File: config.mk
export PLATFORM = sky130hd
export DESIGN_NAME = avr_xmem_bridge_flat
export DESIGN_NICKNAME = d
export VERILOG_FILES = /design/src/rtl/avr_xmem_bridge_if.sv /design/src/rtl/avr_xmem_bridge.sv /design/src/flat_wrapper.sv
export SDC_FILE = /design/constraint.sdc
export NUM_CORES = 1
export LEC_CHECK = 0
export CELL_PAD_IN_SITES_DETAIL_PLACEMENT = 1
export CELL_PAD_IN_SITES_GLOBAL_PLACEMENT = 1
export CORE_MARGIN = 4
export CORE_UTILIZATION = 32
export DETAILED_ROUTE_END_ITERATION = 10
export PLACE_DENSITY = 0.79
export SYNTH_ARGS = -nofsm -noshare
export SYNTH_HDL_FRONTEND = slang
export SYNTH_SLANG_ARGS = --single-unit
export TNS_END_PERCENT = 20
File: constraint.sdc
create_clock -name clk -period 2.7 [get_ports clk]
set_clock_uncertainty 0.05 [all_clocks]
set_input_delay 0.54 -clock clk [delete_from_list [all_inputs] [get_ports clk]]
set_output_delay 0.54 -clock clk [all_outputs]
set_load 0.01 [all_outputs]
File: src/rtl/avr_xmem_bridge_if.sv
// External byte-wide slave bus between the XMEM bridge and its window slaves.
// The bridge is the master; slaves return read data and wait per window.
interface avr_xmem_bridge_if #(
  parameter int NUM_WIN = 2
);
  logic [15:0]          ext_a;
  logic [7:0]           ext_d_out;
  logic [8*NUM_WIN-1:0] ext_d_in;
  logic [NUM_WIN-1:0]   ext_cs;
  logic                 ext_oe;
  logic                 ext_we;
  logic [NUM_WIN-1:0]   ext_wait;

  modport master (
    output ext_a,
    output ext_d_out,
    output ext_cs,
    output ext_oe,
    output ext_we,
    input  ext_d_in,
    input  ext_wait
  );

  modport slave (
    input  ext_a,
    input  ext_d_out,
    input  ext_cs,
    input  ext_oe,
    input  ext_we,
    output ext_d_in,
    output ext_wait
  );
endinterface

File: src/rtl/avr_xmem_bridge.sv
// Multi-window external data-memory bridge for the AVR DM bus.
// Decodes ramadr against NUM_WIN windows, runs one access at a time with
// fixed wait states plus slave wait, and aborts stuck slaves after a timeout.
//
// state  | meaning
// -------+--------------------------------------------------------------
// IDLE   | no access; a hit with ramre/ramwe stalls the core and starts one
// ACCESS | chip select and strobe driven; wait states, then slave wait/timeout
// DONE   | single release cycle, core completes, ramdout holds the result
module avr_xmem_bridge #(
  parameter int                   NUM_WIN     = 2,
  parameter logic [16*NUM_WIN-1:0] WIN_BASE    = {16'hE000, 16'hC000},
  parameter logic [16*NUM_WIN-1:0] WIN_SIZE    = {16'h0400, 16'h1000},
  parameter logic [4*NUM_WIN-1:0]  WIN_WS      = {4'd0, 4'd3},
  parameter int                   TIMEOUT_CYC = 64
) (
  input  logic              clk,
  input  logic              nrst,
  input  logic [15:0]       ramadr,
  input  logic              ramre,
  input  logic              ramwe,
  input  logic [7:0]        ramdin,
  output logic [7:0]        ramdout,
  output logic              out_en,
  output logic              cpuwait,
  avr_xmem_bridge_if.master ext,
  output logic              timeout_err,
  input  logic              err_clr
);

  localparam int IDX_W = (NUM_WIN > 1) ? $clog2(NUM_WIN) : 1;
  localparam int TO_W  = (TIMEOUT_CYC > 1) ? $clog2(TIMEOUT_CYC) : 1;
  // Abort fires on the cycle the counter would reach TIMEOUT_CYC.
  localparam logic [TO_W-1:0] TO_LAST = TO_W'((TIMEOUT_CYC > 0) ? TIMEOUT_CYC - 1 : 0);

  typedef enum logic [1:0] {
    S_IDLE   = 2'd0,
    S_ACCESS = 2'd1,
    S_DONE   = 2'd2
  } state_t;

  state_t state_q, state_d;

  logic              req;
  logic              hit;
  logic [IDX_W-1:0]  hit_idx;
  logic [3:0]        ws_hit;
  logic              accept;
  logic              finish;
  logic              abort;

  logic [15:0]       adr_q;
  logic [7:0]        dat_q;
  logic              dir_q;
  logic [IDX_W-1:0]  idx_q;
  logic [3:0]        ws_q;
  logic [TO_W-1:0]   to_cnt_q;
  logic [7:0]        rdata_q;
  logic              err_q;

  logic [7:0]        rd_sel;
  logic              wait_sel;

  logic [NUM_WIN-1:0] cs;
  logic               oe;
  logic               we;
  logic               stall;

  assign req = ramre | ramwe;

  // Window decode in 17 bits so a window ending at 16'hFFFF is valid; the
  // downward loop makes the lowest index win on overlap.
  always_comb begin
    hit     = 1'b0;
    hit_idx = '0;
    for (int i = NUM_WIN - 1; i >= 0; i--) begin
      if ((WIN_SIZE[16*i +: 16] != 16'd0) &&
          ({1'b0, ramadr} >= {1'b0, WIN_BASE[16*i +: 16]}) &&
          ({1'b0, ramadr} <  ({1'b0, WIN_BASE[16*i +: 16]} + {1'b0, WIN_SIZE[16*i +: 16]}))) begin
        hit     = 1'b1;
        hit_idx = IDX_W'(i);
      end
    end
  end

  // Per-window lookups: wait states of the decoded window, data/wait of the latched one.
  always_comb begin
    ws_hit   = 4'd0;
    rd_sel   = 8'd0;
    wait_sel = 1'b0;
    for (int i = 0; i < NUM_WIN; i++) begin
      if (IDX_W'(i) == hit_idx) ws_hit = WIN_WS[4*i +: 4];
      if (IDX_W'(i) == idx_q) begin
        rd_sel   = ext.ext_d_in[8*i +: 8];
        wait_sel = ext.ext_wait[i];
      end
    end
  end

  assign accept = (state_q == S_IDLE) && req && hit;

  // State register.
  always_ff @(posedge clk or negedge nrst) begin
    if (!nrst) state_q <= S_IDLE;
    else       state_q <= state_d;
  end

  // Next-state logic; slave wait is only looked at once fixed wait states are spent.
  always_comb begin
    state_d = state_q;
    finish  = 1'b0;
    abort   = 1'b0;
    case (state_q)
      S_IDLE: begin
        if (accept) state_d = S_ACCESS;
      end
      S_ACCESS: begin
        if (ws_q == 4'd0) begin
          if (!wait_sel) begin
            finish  = 1'b1;
            state_d = S_DONE;
          end else if ((TIMEOUT_CYC != 0) && (to_cnt_q == TO_LAST)) begin
            abort   = 1'b1;
            state_d = S_DONE;
          end
        end
      end
      S_DONE: begin
        state_d = S_IDLE;
      end
      default: begin
        state_d = S_IDLE;
      end
    endcase
  end

  // Output decode: strobes only in ACCESS, stall in the request cycle and ACCESS.
  always_comb begin
    cs    = '0;
    oe    = 1'b0;
    we    = 1'b0;
    stall = 1'b0;
    case (state_q)
      S_IDLE: begin
        stall = req & hit;
      end
      S_ACCESS: begin
        for (int i = 0; i < NUM_WIN; i++) cs[i] = (IDX_W'(i) == idx_q);
        oe    = ~dir_q;
        we    = dir_q;
        stall = 1'b1;
      end
      default: begin
        stall = 1'b0;
      end
    endcase
  end

  // Request capture, wait-state countdown and timeout counting.
  always_ff @(posedge clk or negedge nrst) begin
    if (!nrst) begin
      adr_q    <= 16'd0;
      dat_q    <= 8'd0;
      dir_q    <= 1'b0;
      idx_q    <= '0;
      ws_q     <= 4'd0;
      to_cnt_q <= '0;
    end else if (accept) begin
      adr_q    <= ramadr;
      dat_q    <= ramdin;
      dir_q    <= ramwe;
      idx_q    <= hit_idx;
      ws_q     <= ws_hit;
      to_cnt_q <= '0;
    end else if (state_q == S_ACCESS) begin
      if (ws_q != 4'd0)  ws_q     <= ws_q - 4'd1;
      else if (wait_sel) to_cnt_q <= to_cnt_q + 1'b1;
    end
  end

  // Read data: slave byte on completion, 8'hFF on abort, back to 0 when leaving DONE.
  always_ff @(posedge clk or negedge nrst) begin
    if (!nrst)                   rdata_q <= 8'd0;
    else if (finish && !dir_q)   rdata_q <= rd_sel;
    else if (abort && !dir_q)    rdata_q <= 8'hFF;
    else if (state_q == S_DONE)  rdata_q <= 8'd0;
  end

  // Sticky timeout flag; an abort beats a simultaneous clear.
  always_ff @(posedge clk or negedge nrst) begin
    if (!nrst)        err_q <= 1'b0;
    else if (abort)   err_q <= 1'b1;
    else if (err_clr) err_q <= 1'b0;
  end

  assign ext.ext_cs    = cs;
  assign ext.ext_oe    = oe;
  assign ext.ext_we    = we;
  assign ext.ext_a     = adr_q;
  // Write data is only presented while a write access is on the bus.
  assign ext.ext_d_out = ((state_q == S_ACCESS) && dir_q) ? dat_q : 8'd0;

  assign ramdout     = rdata_q;
  assign out_en      = hit;
  // Gated by reset so the core is released even if it keeps its strobe up.
  assign cpuwait     = stall & nrst;
  assign timeout_err = err_q;

endmodule
File: src/flat_wrapper.sv
// flat-port wrapper written by rule: the top's interface ports become plain ports
module avr_xmem_bridge_flat 
#(
  parameter int                   NUM_WIN     = 2,
  parameter logic [16*NUM_WIN-1:0] WIN_BASE    = {16'hE000, 16'hC000},
  parameter logic [16*NUM_WIN-1:0] WIN_SIZE    = {16'h0400, 16'h1000},
  parameter logic [4*NUM_WIN-1:0]  WIN_WS      = {4'd0, 4'd3},
  parameter int                   TIMEOUT_CYC = 64
)
  (clk, nrst, ramadr, ramre, ramwe, ramdin, ramdout, out_en, cpuwait, timeout_err, err_clr, ext_ext_a, ext_ext_d_out, ext_ext_cs, ext_ext_oe, ext_ext_we, ext_ext_d_in, ext_ext_wait);
  avr_xmem_bridge_if #(.NUM_WIN(NUM_WIN)) ext_i ();
  input  logic clk;
  input  logic nrst;
  input  logic [15:0] ramadr;
  input  logic ramre;
  input  logic ramwe;
  input  logic [7:0] ramdin;
  output logic [7:0] ramdout;
  output logic out_en;
  output logic cpuwait;
  output logic timeout_err;
  input  logic err_clr;
  output wire logic [$bits(ext_i.ext_a)-1:0] ext_ext_a;
  output wire logic [$bits(ext_i.ext_d_out)-1:0] ext_ext_d_out;
  output wire logic [$bits(ext_i.ext_cs)-1:0] ext_ext_cs;
  output wire logic [$bits(ext_i.ext_oe)-1:0] ext_ext_oe;
  output wire logic [$bits(ext_i.ext_we)-1:0] ext_ext_we;
  input wire logic [$bits(ext_i.ext_d_in)-1:0] ext_ext_d_in;
  input wire logic [$bits(ext_i.ext_wait)-1:0] ext_ext_wait;
  assign ext_ext_a = ext_i.ext_a;
  assign ext_ext_d_out = ext_i.ext_d_out;
  assign ext_ext_cs = ext_i.ext_cs;
  assign ext_ext_oe = ext_i.ext_oe;
  assign ext_ext_we = ext_i.ext_we;
  assign ext_i.ext_d_in = ext_ext_d_in;
  assign ext_i.ext_wait = ext_ext_wait;
  avr_xmem_bridge #(.NUM_WIN(NUM_WIN), .WIN_BASE(WIN_BASE), .WIN_SIZE(WIN_SIZE), .WIN_WS(WIN_WS), .TIMEOUT_CYC(TIMEOUT_CYC)) u_core (.clk(clk), .nrst(nrst), .ramadr(ramadr), .ramre(ramre), .ramwe(ramwe), .ramdin(ramdin), .ramdout(ramdout), .out_en(out_en), .cpuwait(cpuwait), .ext(ext_i), .timeout_err(timeout_err), .err_clr(err_clr));
endmodule
==> results, run 1 <==
- The flow ran to the end, and the final reports show no timing, DRC or antenna violations.
- The portion of synthesized area spent on multiplexers is 4.91%.
- The synthesized area per cell is 9.83 µm².
- Buffers added to address setup during post-CTS repair amount to 0.
- The clock latency on the worst-skew pair is 290 ps.
- The internal portion of the total power is 0.00200 W.
- The count of nets left with antenna violations after detail routing is 0.
- The overall track demand over capacity in global routing is 14.8%.
- In this run, distinct cell masters in the synthesized netlist total 34.
- The post-synthesis simple-gate area fraction is 26.4%.
- Setup repair after global routing left no endpoint under its margin.
- The total of max-cap violations is 0.
- The worst path in the final design needs a cycle of 2610 ps, including I/O delays and setup.
- The number of slew-limit violations in the final report was 0.
- After clock tree synthesis, the clock-pin slew on the worst setup and hold paths is 80 ps.
- The HPWL after detailed placement is 4620 µm.
- The layout-stage area growth over the synthesis result is 48.0%.
- Once the floorplan was initialized, standard cells occupied 33.0% of the core.
- The net count after synthesis is 278.
- The number of clock buffers added by TritonCTS is 5.
- The worst setup path is of the input pin to output pin kind.
- On the worst path, the slowest cell contributes a delay of 540 ps.
- In the final timing run, aggregate negative setup slack is 0 ps.
- IR analysis of the VDD net gives a maximum drop of 0.405 mV.
- The DRC violation total after the first TritonRoute iteration is 44.
- The adder and majority cell fraction of the synthesized area is 1.68%.
- The ratio of routed vias to standard cells is 4.70.
- The analysis attributes to net switching a power of 0.00103 W.
- The timing-limited maximum frequency is 383 MHz.
- The routed wirelength normalized by instance count is 14.9 µm.
- The post-route worst hold slack is 320 ps.
- No sink is reached through more buffers than the 2 on the longest clock path.
- The count of endpoints failing hold in the final timing report is 0.
- The critical path goes through clkdlybuf4s50_1 > o21ai_2 > buf_4 > buf_4 > and2_1 > clkdlybuf4s50_1.
- Of all cell types, the one taking the most synthesized area is dfrtp_1.
- Of all nets on the critical path, the largest fanout is 2.
- The TritonCTS clock tree is done.
- Of the synthesized area, sequential elements account for 52.5%.
- The number of antenna violations at the first check in global routing is 0.
- The die area is 8410 µm².
- The final weighted congestion in routability-driven placement is 0.766.
- The worst path arrival time is 2020 ps.
- The synthesis warning total is 0.
- The tree is rooted in a clkbuf_8.
- The logic gate share of total power is 43.8%.
- The cell family contributing the most delay on the critical path is buffers and inverters.
- The area of the core is 6790 µm².
- Summed over all cells, the static leakage comes to 1.54 nW.
- The worst pin sits at a relative slew slack of 59.9%.
- The maximum number of pins on one net before global-route repair is 48.
- The switching power as a share of total power is 34.1%.
- The number of antenna diodes in the final layout is 0.
- The share of layout cells above drive strength 1 is 9.81%.
- After global routing the overflow that remains totals 0.
- Setup violations remaining at the end of the flow were counted as 0.
- The count of clock tree sinks is 47.
- The element type at the critical path end is an output pin.
- The number of buffers and inverters on the critical path is 4.
- The hold buffer count at CTS is 0.
- The cell area that synthesis handed to floorplanning was 2240 µm².
- The main combinational cell family by area after synthesis is simple AND/OR/NAND/NOR gates.
- Of the total synthesized cell area, the portion taken by XOR and XNOR cells is 2.74%.
- The sequential power share is 39.9%.
- In this run the worst hold path is classified as input pin to asynchronous set/reset pin.
- The share of synthesized area in the top cell type comes to 52.5%.
- Summed over all layers, the routed wires come to 6130 µm.
- The global-route wire length before repair is 10100 µm.
- The number of buffers inserted by port buffering is 85.
- STA classifies the critical path startpoint as an input pin.
- The number of cells produced by synthesis is 228.
- Dividing total power by cell area gives a power density of 915 nW/µm².
- The via count of the first global-routing pass is 2073.
- The number of rows created at floorplan is 30.
- The final net count is 366.
- In the post-synthesis netlist, the biggest area contributors are dfrtp_1, nand2_1, mux2i_1, o211ai_2, nand3_1.
- In this run, synthesis produced a sequential element count of 47.
- The detailed-route via count is 1936.
- The H-tree was split into 2 levels.
- The data required time at the worst endpoint is 2110 ps.
- The die boundary height is 91.7 µm.
- Among all stages on the critical path, the largest delay is contributed by clkdlybuf4s50_1.
- The chip width is 91.7 µm.
- The area fraction in compound gates after synthesis is 7.43%.
- At the pin with the least slew margin, the transition time is 602 ps.
- The clock network fraction of total power is 16.4%.
- The pre-antenna-repair detailed-routing pass consisted of 3 iterations.
- For this run, design rule violations remaining after detail routing come to 0.
- For this design the top-level I/O count stands at 86.
- The final cycle utilization of the critical path is 96.7%.
[cell usage after synthesis]
library cell,instances
ha_1,3
nor2b_1,1
nand2_1,66
buf_1,3
o2111ai_1,1
and2_2,1
nor4_1,2
and3b_1,1
dfrtp_1,47
a21o_1,2
nand3_1,12
nand3_2,2
or4b_1,2
nand2b_1,4
nor2_1,12
mux2i_1,11
clkbuf_1,8
and3_1,9
a21oi_1,3
xnor2_1,5
nor3_1,2
o22ai_1,1
o2111a_1,1
buf_6,2
nor3b_1,1
buf_12,1
or3b_1,1
nor4b_1,1
and2_1,6
xor2_1,2
inv_1,4
nand4b_1,1
o211ai_2,8
o21ai_0,2
[cells in the final DEF (no fill, tap or decap), drive strengths merged]
master         netlist  final
nand4b               1      1
nor4b                1      1
nand3               14     14
nor3                 2      2
and3                 9      9
o2111a               1      1
nand2b               4      4
nor4                 2      2
inv                  4      4
clkdlybuf4s15        0      1
xor2                 2      2
nor3b                1      1
clkdlybuf4s50        0     83
buf                  6     11
o21ai                2      2
ha                   3      3
nand2               66     66
nor2                12     12
o22ai                1      1
or3b                 1      1
clkbuf               8      6
xnor2                5      5
o2111ai              1      1
mux2i               11     11
a21oi                3      3
o211ai               8      8
dfrtp               47     47
or4b                 2      2
nor2b                1      1
and2                 7      7
bufinv               0      1
a21o                 2      2
and3b                1      1
[cell families (layout without fill, tap and decap cells)]
| group | Yosys count | in the layout |
|---|---|---|
| compound gates | 18 | 18 |
| fa+ha+maj | 3 | 3 |
| simple gates | 124 | 124 |
| mux | 11 | 11 |
| buf+inv | 18 | 106 |
| flops | 47 | 47 |
| xor+xnor | 7 | 7 |
[power by group through the flow]
stage	clock (W)	combinational [W]	sequential (W)
after floorplan	0	0.000617	0.00124
after global placement	0	0.00131	0.00121
after detailed placement	0	0.00135	0.00122
after CTS	0.000512	0.00135	0.00121
after global routing	0.000541	0.00147	0.00125
final	0.000497	0.00133	0.00121
[worst paths after layout]
path	endpoint	from	slack (ps)	cells past startpoint
max	out_en	ramadr[11]	90	6
min	u_core.to_cnt_q[2]	nrst	320	2
max reg2reg	u_core.ramdout[0]	u_core.ws_q[0]	400	7
min reg2reg	u_core.ext.ext_a[15]	u_core.ext.ext_a[15]	420	1
max in group asynchronous	u_core.idx_q	nrst	1870	2
min in group clk	u_core.ext.ext_a[15]	u_core.ext.ext_a[15]	420	1
[stage by stage]
| step | total power [W] | area, µm² | setup WS [ps] | util, % | cells |
|---|---|---|---|---|---|
| floorplan | 0.00186 | 2240 | 463 | - | 228 |
| global placement | 0.00252 | 3200 | -332 | 47.2 | 405 |
| detailed placement | 0.00258 | 3200 | -369 | 47.2 | 405 |
| CTS | 0.00308 | 3310 | 4.16 | 48.7 | 412 |
| global route | 0.00327 | 3320 | 26.0 | 48.8 | 412 |
| finish | 0.00303 | 3320 | 87.8 | 48.8 | 412 |
[registers in the layout, indices dropped and copies added, names as in the netlist]
register,count
u_core.dat_q,8
u_core.dir_q,1
u_core.ext.ext_a,16
u_core.idx_q,1
u_core.ramdout,8
u_core.state_q,2
u_core.timeout_err,1
u_core.to_cnt_q,6
u_core.ws_q,4
[routing by layer]
layer	part of all wire [%]	up-vias	routed length [µm]	GRT usage [%]
li1	-	936	-	-
met1	44	931	2710	18.6
met2	47	63	2870	24.0
met3	8.2	6	504	6.07
met4	0.75	0	46	3.27
met5	0	-	0	0
[what timing repair did]
action	CTS	global route
setup endpoints to repair	2	2
cloned	0	0
pin swaps	0	0
resized for setup	3	2
[cell type report]
| class | instances | area (µm²) |
|---|---|---|
| fill | 776 | 3480 |
| sequential | 47 | 1180 |
| multi-input combinational | 163 | 981 |
| timing repair buffer | 95 | 921 |
| tap | 96 | 120 |
| clock buffer | 6 | 72.6 |
| clock inverter | 1 | 30.0 |
| inverter | 4 | 15.0 |
Note: power is estimated with default switching activity, not from simulation.
==> run 2, diff against run 1 <==
--- a/config.mk
+++ b/config.mk
@@ -5,12 +5,14 @@
 export SDC_FILE = /design/constraint.sdc
 export NUM_CORES = 1
 export LEC_CHECK = 0
+export ABC_AREA = 1
 export CELL_PAD_IN_SITES_DETAIL_PLACEMENT = 1
 export CELL_PAD_IN_SITES_GLOBAL_PLACEMENT = 1
 export CORE_MARGIN = 4
-export CORE_UTILIZATION = 32
+export CORE_UTILIZATION = 31
 export DETAILED_ROUTE_END_ITERATION = 10
 export PLACE_DENSITY = 0.79
+export RECOVER_POWER = 50
 export SYNTH_ARGS = -nofsm -noshare
 export SYNTH_HDL_FRONTEND = slang
 export SYNTH_SLANG_ARGS = --single-unit
==> run 2 against run 1 <==
Effect of this change: synthesized area is 6.4% higher; critical path depth stayed put; total power is 4.7% higher; utilization is 2.4 points lower; sequential power is 4% lower; routed wire length is 10% higher; worst setup slack better by 73 ps; combinational power is 16% higher; first-iteration DRC count is 25% higher; highest routed layer unchanged.
==> results, run 2 <==
- The category of the critical setup timing path is flop to output pin.
- The library cell used most frequently in the layout, excluding fill and tap cells, is nand2_1.
- The most instantiated library cell after synthesis is nand2_1.
- The area of all sequential standard cells was 1180 µm² (unchanged).
- The library cell contributing the largest single delay on the critical path is clkdlybuf4s50_1.
- The DRC violation total after the first TritonRoute iteration came to 55 (+25%).
- The post-synthesis mux area share is 0% (-4.9 points).
- The post-route worst hold slack is 415 ps (+94.1 ps).
- The synthesis warning total is 0 (unchanged).
- The CTS H-tree depth is 2 (unchanged).
- The worst IR drop on VDD is 0.317 mV (-22%).
- The ratio of routed vias to standard cells is 4.55 (-3.1%).
- The count of clock tree sinks is 47 (unchanged).
- The final wirelength came to 6760 µm (+10%).
- By count the netlist is led by nand2_1, dfrtp_1, inv_1.
- The worst path arrival time was 1950 ps (-70 ps).
- The number of CTS-inserted buffers is 5 (unchanged).
- The number of rows created at floorplan is 31 (+3.3%).
- In this run the critical register-to-register path is launched from u_core.state_q[1].
- The final instance count without filler cells is 500 (+21%).
- The count of boundary I/O pins is 86 (unchanged).
- The cell leakage power is 1.78 nW (+16%).
- The clock transition at the registers of the reported paths came to 90 ps (about the same).
- The area of the core came to 7370 µm² (+8.5%).
- The overall track demand over capacity in global routing was 15.8% (+0.98 points).
- The post-synthesis sequential element count is 47 (unchanged).
- The global-route wire length before repair is 11500 µm (+14%).
- The biggest fanout along the worst timing path is 8 (+6).
- Among the stages of the critical path, the cell type that occurs most often is inv_2.
- The total of fill cells in the finished design is 904 (+16%).
- The distinct cell type count after synthesis is 26 (-24%).
- The timing-limited maximum frequency came to 394 MHz (+2.9%).
- The overall power consumption came to 0.00318 W (+4.7%).
- The count of cells along the worst hold path is 1.
- The iteration count of the initial detailed-routing pass was 5 (+2).
- The detailed-route via count is 2276 (+18%).
- The signal on the critical path passes through nor2_4 > inv_2 > nor2_2 > inv_2 > nor2_1 > clkdlybuf4s50_1.
- The final cycle utilization of the critical path came to 94.1% (-2.7 points).
- The routed wirelength normalized by instance count came to 13.5 µm (-9.2%).
- The post-synthesis simple-gate area fraction is 34.6% (+8.2 points).
- The area fraction in compound gates after synthesis is 4.88% (-2.5 points).
- The hold-critical path endpoint is u_core.ext.ext_a[15].
- The total of max-cap violations is 0 (unchanged).
- Sorting the synthesized cells by area gives the leading types as dfrtp_1, nand2_1, inv_1, nand3_1, nor2_1.
- The tightest min-delay check is of the flop to flop type.
- The hold buffer count at CTS is 0 (unchanged).
- The flip-flop count of the largest register, all copies and words added was 16 (unchanged).
- The layout-stage area growth over the synthesis result is 43.4%.
- The element type at the critical path end is an output pin.
- The chip width is 95.7 µm (+4.4%).
- The number of diodes added for antenna fixing came to 0 (unchanged).
- The post-synthesis share of cell area spent on xor and xnor gates is 0.367% (-2.4 points).
- The starting density of the core is 32.3% (-0.64 points).
- The async set-or-reset flop fraction in the synthesized netlist is 100% (unchanged).
- Summed over all instances, the cell type with the most area after synthesis is dfrtp_1.
- The flow ran to the end, and the final reports show no timing, DRC or antenna violations.
- The data required time at the worst endpoint was 2110 ps (about the same).
- The slew at the pin with the worst max-slew slack was 1160 ps (+554 ps).
- The area of the multi-input gates is 985 µm² (+0.38%).
- The final weighted congestion in routability-driven placement is 0.767 (about the same).
- The maximum number of buffers from clock root to sink is 2 (unchanged).
- The most used flip-flop cell after synthesis is dfrtp_1.
- The final critical path time including I/O delays and setup is 2540 ps (-72.7 ps).
- Setup repair after global routing left no endpoint under its margin.
- The reg2reg setup slack came to 570 ps (+170 ps).
- The portion of the post-synthesis area used by sequential elements is 49.3% (-3.1 points).
- The maximum single-stage delay on the critical path is 550 ps (about the same).
- The relative slew slack came to 23.0% (-37 points).
- The clock latency on the worst-skew pair is 300 ps (about the same).
- The number of antenna violations at the first check in global routing came to 0 (unchanged).
- The number of placed cells counting well taps was 492 (+21%).
- The count of nets left with antenna violations after detail routing was 0 (unchanged).
- The main combinational cell family by area after synthesis is simple AND/OR/NAND/NOR gates.
- The count of endpoints failing hold in the final timing report is 0 (unchanged).
- The total global routing overflow came to 0 (unchanged).
- The share of layout cells above drive strength 1 is 5.99% (-3.8 points).
- The buffer cell driving the clock tree root is clkbuf_8.
- The synthesized area per cell was 7.62 µm² (-23%).
- The cell count of the worst reg-to-reg path is 9 (+2).
- The worst register-to-register path ends at u_core.to_cnt_q[5].
- The final net count is 450 (+23%).
- The net count after synthesis is 363 (+31%).
- In the layout the commonest cells are nand2_1, clkdlybuf4s50_1, dfrtp_1, inv_1, nor2_1.
- The HPWL after detailed placement is 5180 µm (+12%).
- The die boundary height came to 95.7 µm (+4.4%).
- The number of slew-limit violations in the final report came to 0 (unchanged).
- The maximum number of pins on one net before global-route repair is 48 (unchanged).
- The number of buffers inserted by port buffering was 85 (unchanged).
- The share of the core filled with cells in the final layout was 46.4% (-2.4 points).
- The launching element type of the critical path is a flop.
- TritonCTS built the clock tree.
- The power per unit of standard cell area is 930 nW/µm² (+1.6%).
- The number of enable flip-flop cells after synthesis was 0 (unchanged).
- In this run the most critical hold path is launched from u_core.ext.ext_a[15].
- The final number of setup-violating endpoints was 0 (unchanged).
- The via count of the first global-routing pass came to 2436 (+18%).
- The adder and majority cell fraction of the synthesized area was 1.57% (-0.10 points).
- The post-synthesis instance area is 2380 µm² (+6.4%).
- The number of cells produced by synthesis is 313 (+37%).
- The number of remaining DRC errors is 0 (unchanged).
- The top-area cell type share of the netlist area is 49.3% (-3.1 points).
- The die area came to 9160 µm² (+8.9%).
-- run 2: changes by cell type in the layout (fill, tap and decap cells not counted), moves of 10 or more --
cell / delta
nor2_1: +13
inv_1: +35
clkdlybuf4s50_1: -10
nand3_1: +12
nand2_1: +60
mux2i_1: -11
dlygate4sd3_1: +10
o21ai_0: +11
-- run 2: final cells by class --
cell class                      instances  area share, %
Sequential cell                        47           34.4
Tap cell                               99           3.63
Clock inverter                          1          0.220
Timing Repair Buffer                   89           25.3
Multi-Input combinational cell        213           28.8
Inverter                               44           4.83
Clock buffer                            7           2.82
-- run 2: worst max-delay path by stage --
stage	slack, ps	cells after the start	endpoint	startpoint
floorplan	850	5	cpuwait	ramwe
detailed placement	-80	6	cpuwait	ramwe
CTS	20	6	ext_ext_d_out[7]	u_core.state_q[1]
global route	10	9	u_core.to_cnt_q[5]	ramwe
finish	160	6	ext_ext_d_out[7]	u_core.state_q[1]
global placement	-80	6	cpuwait	ramwe
-- run 2: metrics by stage --
step	worst slack (ps)	setup TNS, ps	instance area, µm²
floorplan	853	0	2380
global placement	-76.8	-76.8	3330
detailed placement	-80.0	-80.0	3330
CTS	19.4	0	3430
global route	14.1	0	3420
finish	160	0	3420
-- run 2: critical path, delay by kind of cell (launching register included) --
kind | cells | cell delay, ps
flip-flops | 1 | 420
buffers and inverters | 3 | 760
AND/OR/NAND/NOR | 3 | 460
-- run 2: cells by family after synthesis --
logic type,count (synthesis)
AND/OR/NAND/NOR,188
flip-flops,47
adder cells (fa/ha/maj),3
XOR/XNOR,1
AO/OA/AOI/OAI,21
buffers and inverters,53
-- run 2: metal layers --
layer  GRT usage, %  share of wire, %  routed length, µm  vias up
met4           3.67               1.2                 82        0
met5              0                 0                  0        -
met3           4.26               7.0                474        8
met2           28.7                49               3300       61
li1               -                 -                  -     1119
met1           18.4                43               2900     1088
-- run 2: power by group --
group | switching, W | total, W | internal (W)
logic | 0.000822 | 0.00154 | 0.000715
clock network | 0.000245 | 0.000478 | 0.000233
registers | 0.000171 | 0.00116 | 0.000991
-- run 2: repair_timing --
action | 4_1_cts | 5_1_grt
endpoints found under the setup margin | 1 | 8
resized for setup | 2 | 2
buffers inserted | 0 | 0
==> RTL edit 1 (flow settings as in run 2) <==
Register the output `timeout_err` once more, with the module's reset; this adds one clock of latency there. The other outputs are not delayed to match.
--- a/src/rtl/avr_xmem_bridge.sv
+++ b/src/rtl/avr_xmem_bridge.sv
@@ -204,6 +204,12 @@
   assign out_en      = hit;
   // Gated by reset so the core is released even if it keeps its strobe up.
   assign cpuwait     = stall & nrst;
-  assign timeout_err = err_q;
+  always_ff @(posedge clk or negedge nrst) begin
+    if (!nrst) begin
+      timeout_err <= '0;
+    end else begin
+      timeout_err <= err_q;
+    end
+  end
 
 endmodule
Behaviour: same outputs for any inputs over 10 cycles, from zero or initial values and one cycle with nrst low; that may be too few to reach the edited logic, so the function may still have changed.
==> RTL edit 1 against run 2 <==
  * Combinational power rose by 5%
  * Area after synthesis increased by 1.3%
  * Clock power down 7.1%
  * Register-to-register slack better by 0.06 ns
  * Worst setup slack better by 0.023 ns
  * Sequential cell count rose by 1
  * Critical path depth grew 1
  * Total power grew 1.9%
  * Via count increased by 1.7%
  * Routed wire length up 3.6%
  * Utilization rose by 0.13 points
  * Cell area increased by 0.81%
  * Largest cell class unchanged
==> RTL edit 1: results (changes against run 2) <==
* Gate power share at 50.2% (was 48.4%)
* Largest net degree at the start of global routing at 49 (was 48)
* Ys async rst share at 100% (unchanged)
* Max-cap viol count at 0 (unchanged)
* Seq/Total Area, Yosys at 49.7% (was 49.3%)
* PwrDens at 940 mW/mm² (was 930 mW/mm²)
* Detailed-route wire length per cell at 13.8 µm (was 13.5 µm)
* Vias in the first global route at 2447 (was 2436)
* Clock insertion delay at the later pin of the skew report at 0.30 ns (about the same)
* Pleak at 1.81 nW (was 1.78 nW)
* Placed Cells at 499 (was 492)
* Crit Path Max Fanout at 8 (unchanged)
* Ys Warns at 0 (unchanged)
* Synth cell count leaders: nand2_1, dfrtp_1, inv_1 (unchanged)
* Sequential Power Share at 36.1% (was 36.6%)
* Top cells by area, synth: dfrtp_1, nand2_1, inv_1 (unchanged)
* Initial antenna violation count at 1 (was 0)
* Share of cells above drive strength 1 at 7.11% (was 5.99%)
* Placed Area at 0.00338 mm² (was 0.00333 mm²)
* 1st-pass router iterations at 4 (was 5)
* Top delay family on crit path: buffers and inverters (unchanged)
* Placer Congestion at 0.775 (was 0.767)
* Worst slew pin tran at 1.20 ns (was 1.16 ns)
* Hold WC Path Type: register to register (unchanged)
* # H-tree levels at 2 (unchanged)
* Post-CTS Setup Bufs at 0 (unchanged)
* Syn_nets at 367 (was 363)
* Port buffer count at 85 (unchanged)
* Ys flop type: dfrtp_1 (unchanged)
* CTS Buf Count at 5 (unchanged)
* Nets at 457 (was 450)
* Hold depth at 0 (was 1)
* Number of flip-flops in the largest register at 16 (unchanged)
* Max Root-Sink Buffers at 2 (unchanged)
* Area of the multi-input gates at 971 µm² (was 985 µm²)
* CP max-delay cell: clkdlybuf4s50_1 (unchanged)
* Vias at 2314 (was 2276)
* Clk root buf: clkbuf_8 (unchanged)
* GRT Resource Usage Total at 16.1% (was 15.8%)
* Distinct cells, synth at 26 (unchanged)
* Final wirelength at 7.00 mm (was 6.76 mm)
* Slowest cell delay on critical path at 0.55 ns (about the same)
* FILL cells at 928 (was 904)
* First-pass GRT wire length at 11.6 mm (was 11.5 mm)
* Initial DRC count at 68 (was 55)
* Syn Area/Cell at 7.62 µm² (about the same)
* Worst IR Drop VDD at 0.000430 V (was 0.000317 V)
* Net switching power at 1.26 mW (was 1.24 mW)
* Outcome: finished clean (unchanged)
* Overflow after GRT at 0 (unchanged)
* DP HPWL at 5.38 mm (was 5.18 mm)
* Post-Place Worst Slack at -0.106 ns (was -0.0800 ns)
* Antenna diode count at 0 (unchanged)
-- RTL edit 1: cell type report --
cell class,count,share of cell area (%)
Clock buffer,8,2.62
Inverter,45,4.90
Multi-Input combinational cell,215,28.2
Sequential cell,48,34.9
Tap cell,99,3.60
Timing Repair Buffer,92,25.8
-- RTL edit 1: final timing paths --
kind                                                    start                              to  slack (ns)
worst max-delay path            u_core.state_q[0]$_DFFE_PN0P_                ext_ext_d_out[6]        0.18
worst min-delay path                 u_core.err_q$_DFFE_PN0P_    u_core.timeout_err$_DFF_PN0_        0.34
worst max register to register  u_core.state_q[1]$_DFFE_PN0P_  u_core.to_cnt_q[1]$_DFFE_PN0P_        0.63
worst min register to register       u_core.err_q$_DFFE_PN0P_    u_core.timeout_err$_DFF_PN0_        0.34
max in group asynchronous                                nrst      u_core.ws_q[3]$_DFFE_PN0P_        1.34
min in group asynchronous                                nrst   u_core.state_q[0]$_DFFE_PN0P_        0.53
-- RTL edit 1: metal layers --
layer  part of all wire (%)  track usage (%)  vias to the layer above
met2                     45             27.3                       66
met5                   0.19                0                        -
met1                     43             19.3                     1104
li1                       -                -                     1136
met4                   0.97             4.38                        2
met3                     10             5.79                        6
-- RTL edit 1: kinds of logic (layout without fill, tap and decap cells) --
kind of cell	Yosys count	count (layout)	synth area share, %
flip-flops	48	48	49.7
buffers and inverters	54	145	9.27
adder cells (fa/ha/maj)	3	3	1.55
AO/OA/AOI/OAI	20	20	4.61
AND/OR/NAND/NOR	192	192	34.8
-- RTL edit 1: timing repair --
action	in CTS	in global routing
pin swaps	0	1
setup endpoints to repair	9	5
resized for setup	4	2
==> RTL edit 2 (flow settings as in run 2) <==
Made on the original files. `NUM_WIN` is set to 2 in 3 places; all go to 4.
--- a/src/rtl/avr_xmem_bridge_if.sv
+++ b/src/rtl/avr_xmem_bridge_if.sv
@@ -1,7 +1,7 @@
 // External byte-wide slave bus between the XMEM bridge and its window slaves.
 // The bridge is the master; slaves return read data and wait per window.
 interface avr_xmem_bridge_if #(
-  parameter int NUM_WIN = 2
+  parameter int NUM_WIN = 4
 );
   logic [15:0]          ext_a;
   logic [7:0]           ext_d_out;
--- a/src/rtl/avr_xmem_bridge.sv
+++ b/src/rtl/avr_xmem_bridge.sv
@@ -8,7 +8,7 @@
 // ACCESS | chip select and strobe driven; wait states, then slave wait/timeout
 // DONE   | single release cycle, core completes, ramdout holds the result
 module avr_xmem_bridge #(
-  parameter int                   NUM_WIN     = 2,
+  parameter int                   NUM_WIN     = 4,
   parameter logic [16*NUM_WIN-1:0] WIN_BASE    = {16'hE000, 16'hC000},
   parameter logic [16*NUM_WIN-1:0] WIN_SIZE    = {16'h0400, 16'h1000},
   parameter logic [4*NUM_WIN-1:0]  WIN_WS      = {4'd0, 4'd3},
--- a/src/flat_wrapper.sv
+++ b/src/flat_wrapper.sv
@@ -1,7 +1,7 @@
 // flat-port wrapper written by rule: the top's interface ports become plain ports
 module avr_xmem_bridge_flat 
 #(
-  parameter int                   NUM_WIN     = 2,
+  parameter int                   NUM_WIN     = 4,
   parameter logic [16*NUM_WIN-1:0] WIN_BASE    = {16'hE000, 16'hC000},
   parameter logic [16*NUM_WIN-1:0] WIN_SIZE    = {16'h0400, 16'h1000},
   parameter logic [4*NUM_WIN-1:0]  WIN_WS      = {4'd0, 4'd3},
Interface: changed (resized ext_ext_cs, ext_ext_d_in and ext_ext_wait); port bits go from 86 to 106. No check against the original RTL was run, so the function may have changed too.
==> RTL edit 2 against run 2 <==
  * Combinational power is 18% lower
  * Worst setup slack better by 0.025 ns
  * Total power is 11% lower
  * Area after synthesis is 2.3% higher
  * Sequential power is 4% lower
  * Routed wire length is 3.7% lower
  * Highest routed layer unchanged
  * Sequential share of layout area is 0.47 points lower
  * Cell area is 1.5% higher
  * Clock power is 5.9% lower
  * Critical path type unchanged
  * Non-clock buffer count is 1 higher
  * Utilization is 1.2 points lower
  * Sequential cell count stayed put
==> RTL edit 2: results (changes against run 2) <==
* # clk buffers at 8 (was 7)
* Area of the multi-input gates at 0.00102 mm² (was 985 µm²)
* Outcome: finished clean (unchanged)
* Post-Place Worst Slack at -0.0834 ns (was -0.0800 ns)
* Placed Area at 0.00337 mm² (was 0.00333 mm²)
* End point of the critical path: ext_ext_d_out[1] (was ext_ext_d_out[7])
* Seq/Total Area, Yosys at 48.3% (was 49.3%)
* Clock network contribution to total cell area at 2.89% (was 3.04%)
* FILL cells at 952 (was 904)
* Flip-flop and latch share of the layout cell area at 33.9% (was 34.4%)
* Max_slew headroom at 24.4% (was 23.0%)
* Number of non-clock inverters in the layout at 40 (was 44)
* DR vias/cell at 4.42 (was 4.55)
* 1st-pass router iterations at 4 (was 5)
* Worst r2r dst: u_core.dat_q[5]$_DFFE_PN0P_ (was u_core.to_cnt_q[5]$_DFFE_PN0P_)
* Synth cell count leaders: nand2_1, dfrtp_1, nor2_1 (was nand2_1, dfrtp_1, inv_1)
* Non-clk buf share at 25.6% (was 25.3%)
* Share of cells above drive strength 1 at 9.16% (was 5.99%)
* Die W at 96.7 µm (was 95.7 µm)
* CP arrival at 1.92 ns (was 1.95 ns)
* PwrDens at 815 mW/mm² (was 930 mW/mm²)
* Pleak at 1.76 nW (was 1.78 nW)
* Multi-In Gates at 219 (was 213)
* DP HPWL at 5.08 mm (was 5.18 mm)
* Placed Cells at 498 (was 492)
* Bufs w/o clock at 90 (was 89)
* Worst IR Drop VDD at 0.000302 V (was 0.000317 V)
* Setup crit start: u_core.state_q[1]$_DFFE_PN0P_ (unchanged)
* Syn Area/Cell at 7.69 µm² (was 7.62 µm²)
* Worst Hold Launch: u_core.ext.ext_a[8]$_DFFE_PN0P_ (was u_core.ext.ext_a[15]$_DFFE_PN0N_)
* Distinct cells, synth at 28 (was 26)
* Placer Congestion at 0.783 (was 0.767)
* Vias at 2239 (was 2276)
* Nets at 471 (was 450)
* Ys Warns at 0 (unchanged)
* Detailed-route wire length per cell at 12.9 µm (was 13.5 µm)
* Initial DRC count at 116 (was 55)
* GRT Resource Usage Total at 14.6% (was 15.8%)
## RTL edit 2: cell count changes in the layout (fill, tap and decap cells not counted), sizes merged, moves of 2 or more
cell	delta
nand2	-5
inv	-4
nor2	+7
conb	+2
o21a	-2
nand3	+4
buf	+2
## RTL edit 2: cells by family after synthesis
kind of cell / after synthesis / synth area share, %
flip-flops: 47 / 48.3
AND/OR/NAND/NOR: 193 / 35.0
buffers and inverters: 52 / 10.1
adder cells (fa/ha/maj): 3 / 1.54
AO/OA/AOI/OAI: 21 / 4.93
other: 1 / 0.154
## RTL edit 2: report_power, final
group,internal [mW],switching [mW]
clock network,0.234,0.216
logic,0.575,0.696
registers,0.961,0.144
## RTL edit 2: worst min-delay path by stage
| stage | to | slack [ns] | cells past startpoint |
|---|---|---|---|
| finish | u_core.ext.ext_a[8]$_DFFE_PN0P_ | 0.43 | 2 |
| global route | u_core.ext.ext_a[9]$_DFFE_PN0P_ | 0.46 | 2 |
| CTS | u_core.to_cnt_q[2]$_DFFE_PN0P_ | 0.37 | 2 |
| detailed placement | u_core.ext.ext_a[14]$_DFFE_PN0P_ | 0.41 | 1 |
| global placement | u_core.ext.ext_a[11]$_DFFE_PN0P_ | 0.41 | 2 |
| floorplan | u_core.dat_q[0]$_DFFE_PN0P_ | 0.19 | 0 |
## RTL edit 2: what timing repair did
item                       in CTS  in global routing
resized for setup               3                  1
hold endpoints to repair        0                  0
setup endpoints to repair       1                  1
## RTL edit 2: layer usage
metal  vias up  global-route usage, %  routed length [µm]
met3         3                   3.03                 260
met4         0                   3.24                  23
met5         -                      0                   0
met1      1060                   19.2                2880
met2        42                   24.9                3340
li1       1134                      -                   -
## RTL edit 2: worst min-delay path: stages (launching register included)
cell and delay [ns]:
dfrtp_1 0.34, nand2_1 0.05, nand2_1 0.05
